**config.mk**
```make
export PLATFORM = sky130hd
export DESIGN_NAME = if_stage
export DESIGN_NICKNAME = d
export VERILOG_FILES = /design/src/rtl/if_stage.sv
export SDC_FILE = /design/constraint.sdc
export NUM_CORES = 2
export LEC_CHECK = 0
export BUFFER_PORTS_ARGS = -buffer_cell sky130_fd_sc_hd__buf_2
export CAP_MARGIN = 20
export CORE_MARGIN = 4
export CORE_UTILIZATION = 44
export DETAILED_ROUTE_END_ITERATION = 10
export HOLD_SLACK_MARGIN = 0.12
export PLACE_DENSITY = 0.6
export SYNTH_ARGS = -nofsm -noshare
export SYNTH_HDL_FRONTEND = slang
export SYNTH_SLANG_ARGS = --single-unit
```
**constraint.sdc**
```tcl
create_clock -name clk -period 2.7 [get_ports clk]
set_input_delay 0.405 -clock clk [delete_from_list [all_inputs] [get_ports clk]]
set_output_delay 0.405 -clock clk [all_outputs]
set_load 0.005 [all_outputs]
```
**src/rtl/if_stage.sv**
```systemverilog
// Instruction-fetch stage: PC, loadable word-addressed instruction memory and the
// IF/ID pipeline register, with stall hold and branch redirect/bubble insertion.
module if_stage #(
    parameter int          IMEM_DEPTH = 64,
    parameter int          ADDR_BITS  = 6,
    parameter logic [31:0] RESET_PC   = 32'd0
) (
    input  logic                 clk,
    input  logic                 rst,
    input  logic                 freez,
    input  logic                 branch_taken,
    input  logic [31:0]          branch_addr,
    input  logic                 imem_we,
    input  logic [ADDR_BITS-1:0] imem_addr,
    input  logic [31:0]          imem_wdata,
    output logic [31:0]          instruction,
    output logic [31:0]          PCOut,
    output logic                 flushOut,
    output logic [15:0]          fetch_count,
    output logic [15:0]          flush_count
);

    localparam logic [31:0] PC_INIT = {RESET_PC[31:2], 2'b00};

    typedef enum logic [1:0] {
        MODE_NORMAL,
        MODE_STALL,
        MODE_REDIRECT
    } mode_e;

    logic [31:0] imem [IMEM_DEPTH];

    logic [31:0] pc_q, pc_d;
    logic [31:0] instr_q, instr_d;
    logic [31:0] pcout_q, pcout_d;
    logic        flush_q, flush_d;
    logic [15:0] fcnt_q, fcnt_d;
    logic [15:0] bcnt_q, bcnt_d;

    logic [ADDR_BITS-1:0] fetch_idx;
    logic                 fetch_in_range;
    logic [31:0]          fetch_word;
    logic [31:0]          pc_plus4;
    mode_e                mode;

    // Program load; not reset so contents survive a pipeline reset.
    always_ff @(posedge clk) begin
        if (rst && imem_we)
            imem[imem_addr] <= imem_wdata;
    end

    // Addresses past the end of memory fetch a NOP rather than aliasing.
    assign fetch_idx      = pc_q[ADDR_BITS+1:2];
    assign fetch_in_range = (pc_q[31:ADDR_BITS+2] == '0);
    assign fetch_word     = fetch_in_range ? imem[fetch_idx] : 32'd0;
    assign pc_plus4       = pc_q + 32'd4;

    always_comb begin
        mode = MODE_NORMAL;
        if (branch_taken)
            mode = MODE_REDIRECT;
        else if (freez)
            mode = MODE_STALL;
    end

    always_comb begin
        pc_d    = pc_q;
        instr_d = instr_q;
        pcout_d = pcout_q;
        flush_d = flush_q;
        fcnt_d  = fcnt_q;
        bcnt_d  = bcnt_q;
        unique case (mode)
            MODE_REDIRECT: begin
                pc_d    = {branch_addr[31:2], 2'b00};
                instr_d = 32'd0;
                pcout_d = 32'd0;
                flush_d = 1'b1;
                if (bcnt_q != 16'hFFFF)
                    bcnt_d = bcnt_q + 16'd1;
            end
            MODE_STALL: ;
            MODE_NORMAL: begin
                pc_d    = pc_plus4;
                instr_d = fetch_word;
                pcout_d = pc_plus4;
                flush_d = 1'b0;
                if (fcnt_q != 16'hFFFF)
                    fcnt_d = fcnt_q + 16'd1;
            end
            default: ;
        endcase
    end

    always_ff @(posedge clk or negedge rst) begin
        if (!rst) begin
            pc_q    <= PC_INIT;
            instr_q <= 32'd0;
            pcout_q <= 32'd0;
            flush_q <= 1'b0;
            fcnt_q  <= 16'd0;
            bcnt_q  <= 16'd0;
        end else begin
            pc_q    <= pc_d;
            instr_q <= instr_d;
            pcout_q <= pcout_d;
            flush_q <= flush_d;
            fcnt_q  <= fcnt_d;
            bcnt_q  <= bcnt_d;
        end
    end

    assign instruction = instr_q;
    assign PCOut       = pcout_q;
    assign flushOut    = flush_q;
    assign fetch_count = fcnt_q;
    assign flush_count = bcnt_q;

endmodule

```
## After elaboration in Yosys (flattened, before gate mapping)

Memories as Yosys holds them, arrays and structs flattened.
Index checks and enable logic that the tools add are counted.
W data, S select, Z words.

| cells by class | value |
|---|---|
| add/subtract/negate cells | 3 |
| equal/unequal tests | 3 |
| muxes and demuxes | 9 |
| reductions and logical operators | 6 |

Operators by type and width:

| operator | count |
|---|---|
| $pmux W32 S2 | 3 |
| $add A16 B1 Y16 const B | 2 |
| $add A32 B3 Y32 const B | 1 |
| $mux W32 | 1 |
| $ne A16 B16 Y1 const B | 2 |
| $logic_not A24 Y1 | 1 |
| $reduce_and A2 Y1 | 2 |
| $mux W1 | 3 |
| $eq A2 B2 Y1 const B | 1 |
| $logic_not A2 Y1 | 1 |
| $mux W2 | 1 |
| $pmux W1 S2 | 1 |
| $reduce_bool A2 Y1 | 1 |
| $logic_and A1 B1 Y1 | 1 |

| storage, ports and cells | value |
|---|---|
| bits in registers | 129 |
| memory bits (writable) | 2,048 |
| input bits | 75 |
| output and inout bits | 97 |
| logic and storage cells | 28 |
| memories | 1 |

Memories:

| name | depth | bits a word | rd ports | clocked after Yosys merged registers in | wr ports | line | source |
|---|---|---|---|---|---|---|---|
| imem | 64 | 32 | 1 | 0 | 1 | 31 | `logic [31:0] imem [IMEM_DEPTH];` |

## Depth between registers and ports, before layout

| logic depth | value |
|---|---|
| word-level depth | 4 |
| mapped depth | 10 |
| depth with buffers taken out | 6 |

## Least setup slack after synthesis

No wires, ideal clock.

| timing path | value |
|---|---|
| path type | input to register |
| from | input imem_addr[4] |
| to | memory imem[16][0], enable pin |
| data arrival time | 2,594 ps |
| data required time | 2,279 ps |
| path slack | -315 ps |
| stages | 4 |
| cell sequence | clkbuf_1 -> or3b_2 -> clkbuf_1 -> nor2_1 |

RTL lines:

| item | line | source |
|---|---|---|
| from (decl) | 14 | `input logic [ADDR_BITS-1:0] imem_addr,` |
| to (decl) | 31 |  |

Straight into the memory's write port.

## Worst setup path in the final report

| timing path | value |
|---|---|
| from | register pc_q[2] |
| to | register instr_q[7] (netlist: instruction[7]) |

| between the ends | value |
|---|---|
| longest elaborated chain between the ends | 3 |

RTL lines:

| item | line | source |
|---|---|---|
| from (decl) | 33 | `logic [31:0] pc_q, pc_d;` |
| from (signal assigned) | 104 | `pc_q <= pc_d;` |
| $mem_v2 Z64 W32 | -- |  |
| $mux W32 | 55 | `assign fetch_word = fetch_in_range ? imem[fetch_idx] : 32'd0;` |
| $pmux W32 S2 | 73 | `unique case (mode)` |
| to (signal assigned) | 105 | `instr_q <= instr_d;` |
| to (decl) | 34 | `logic [31:0] instr_q, instr_d;` |

No other way between the ends.
A chain may end at the register's enable or synchronous reset.

==> metrics.md <==
| Metric | Value |
|---|---|
| Outcome | finished, final reports clean |
| Synthesized area | 84100 um2 |
| Crit share post-route | 97.6% |
| Htree depth | 4 |
| Starting Density | 44.2% |
| Cell Rows | 160 |
| Critical setup path kind | reg -> reg |
| Arrival time worst endpoint | 3350 ps |
| Die height | 445 um |
| P&R area growth vs syn | 18.1% |
| Critical path startpoint category | flop |
| Count of cell types in the netlist | 59 |
| Core ar. | 190000 um2 |
| Final non-filler cell total | 7359 |
| Pre-CTS WS | -55.6 ps |
| Setup crit end kind | flop |
| Die Area | 198000 um2 |
| Clock transition at the registers of the reported paths | 60 ps |
| VDD IR-drop max | 0.601 mV |
| Share of layout cells above drive strength 1 | 30.2% |
| Final Wtd Congestion | 0.794 |
| Synth warnings | 0 |
| Placed wire-length estimate | 134000 um |
| Worst-Margin Slew | 1050 ps |
| Drt total wl | 225000 um |
| Worst Hold Class | in -> reg |
| Inst Count DP | 6886 |
| Relative slew slack | 30.1% |
| Slew Limit Fails | 0 |
| DRT Pass-1 Iters | 5 |
| Grt total ovfl | 0 |
| Initial antenna violation count | 23 |
| Post-synthesis cell count | 4089 |
| Min Tclk post-route | 2630 ps |
| Synth top area share | 73.1% |
| Clock buffer depth | 3 |
| Die X | 445 um |
| Max Freq | 380 MHz |
| # clock sinks | 2173 |
| Residual DRC | 0 |
| Clk_skew | 40.3 ps |
| Most frequent cells in the layout | edfxtp_1, mux4_2, buf_4 |
| Final Net Count | 4729 |
| Vias | 43400 |
| Total GRT Usage | 22.5% |
| Most used DFF post-synth | edfxtp_1 |
| Synth Area per Inst | 20.6 um2 |
| Most common cell after layout, fill and taps aside | edfxtp_1 |
| Worst EP required | 3410 ps |
| Area after DPL | 91500 um2 |
| Clk root buf | clkbuf_16 |
| Post-synth EDFFs | 2048 |
| Synth top area cells | edfxtp_1, mux4_2, dfrtp_1 |
| Worst skew pair latency | 840 ps |
| Hold Fails Final Rpt | 0 |
| Post-synth top area cell | edfxtp_1 |
| Final setup vio count | 0 |
| Vias in the first global route | 43400 |
| Lkg Pwr | 32.4 nW |
| Wire per inst | 30.5 um |
| I/O Pins | 172 |
| Post-route cell area | 99300 um2 |
| Global-route wire length before repair | 320000 um |
| DR iter-0 viols | 4871 |
| Vias per cell | 5.90 |
| PD cells | 744 nW/um2 |
| Yosys reg bits | 2173 |
| CTS tree | yes |
| Seq/Total Area, Yosys | 76.9% |
| Max-Cap Viols | 0 |
| Worst-path fanout max | 18 |
| Routed Antenna Nets | 0 |
| Total CTS buffers | 216 |
| Setup ws final | 65.5 ps |
| Largest net degree at the start of global routing | 110 |
| Asr flop ratio synth | 5.75% |
| Number of port buffers | 167 |
==> critical path, stage by stage (launching register included) <==
cell     delay (ps)
dfrtp_4         420
buf_12          170
buf_12          140
buf_16          220
buf_12          200
mux4_2          520
mux2i_2         240
a22oi_1         200
a32oi_1         280
nand2_1          90
==> final cells by class <==
cell class | count | area (um2)
sequential | 2173 | 64600
tap | 2511 | 3140
inverter | 10 | 37.5
timing repair buffer | 581 | 5520
fill | 15000 | 90900
clock buffer | 273 | 5720
clock inverter | 132 | 1280
multi-input combinational | 1669 | 19000
antenna | 10 | 25.0
==> cell usage after synthesis, types with 45 or more instances <==
| cell type | count |
|---|---|
| clkbuf_1 | 124 |
| mux2_2 | 106 |
| nor2_1 | 143 |
| a22oi_1 | 55 |
| edfxtp_1 | 2048 |
| buf_2 | 70 |
| mux2i_1 | 185 |
| o22ai_1 | 47 |
| dfrtp_1 | 125 |
| nand2_1 | 193 |
| mux4_2 | 431 |
| nand3_1 | 58 |
| o21ai_0 | 45 |
| xnor2_1 | 48 |
==> what timing repair did <==
action,CTS,global route
pin swaps,0,1
gates cloned,0,2
hold buffers,45,3
endpoints found under the setup margin,1,21
resized for setup,1,13
hold endpoints to repair,400,44
setup buffers,1,3
==> final timing paths <==
| check | from | to | slack, ps | cells past startpoint |
|---|---|---|---|---|
| max | pc_q[2] | instruction[7] | 70 | 9 |
| min | imem_wdata[5] | imem[6][5] | 200 | 1 |
| max reg2reg | pc_q[2] | instruction[7] | 70 | 9 |
| min reg2reg | instruction[6] | instruction[6] | 480 | 2 |
| max in group asynchronous | rst | pc_q[3] | 1600 | 3 |
| min in group asynchronous | rst | instruction[18] | 210 | 3 |
==> metal layers <==
layer	track usage [%]	wire (um)	vias up
li1	-	-	18100
met1	31.4	91900	23200
met2	36.4	108000	1734
met3	4.64	17700	358
met4	6.29	6430	2
met5	0	13	-
==> through the flow <==
stage | power (mW) | hold slack, ps | utilization, % | setup TNS (ps)
2_1_floorplan | 41.9 | 109 | - | -80630
3_3_place_gp | 44.8 | 460 | 48.1 | -101
3_5_place_dp | 44.9 | 478 | 48.1 | -55.6
4_1_cts | 74.5 | 164 | 52.1 | 0
5_1_grt | 76.4 | 181 | 52.2 | -0.721
6_report | 73.9 | 199 | 52.2 | 0
==> cell families after synthesis <==
logic type	Yosys count	synth area share (%)
buffers and inverters	248	1.26
XOR/XNOR	77	0.802
AO/OA/AOI/OAI	329	2.93
adder cells (fa/ha/maj)	3	0.0446
AND/OR/NAND/NOR	536	2.94
multiplexers	722	15.2
flip-flops	2173	76.9
other	1	0.00446
==> state kept, by name, indices dropped and copies added, names as in the netlist <==
name         flops
imem          2048
instruction     32
pc_q            30
flushOut         1
PCOut           30
fetch_count     16
flush_count     16
==> power breakdown <==
group          switching, mW  total [mW]  internal (mW)
sequential             0.294        37.4           37.1
combinational           3.75        6.82           3.07
clock                   12.7        29.7           17.0
No activity file was read; power rests on OpenSTA's default activity.
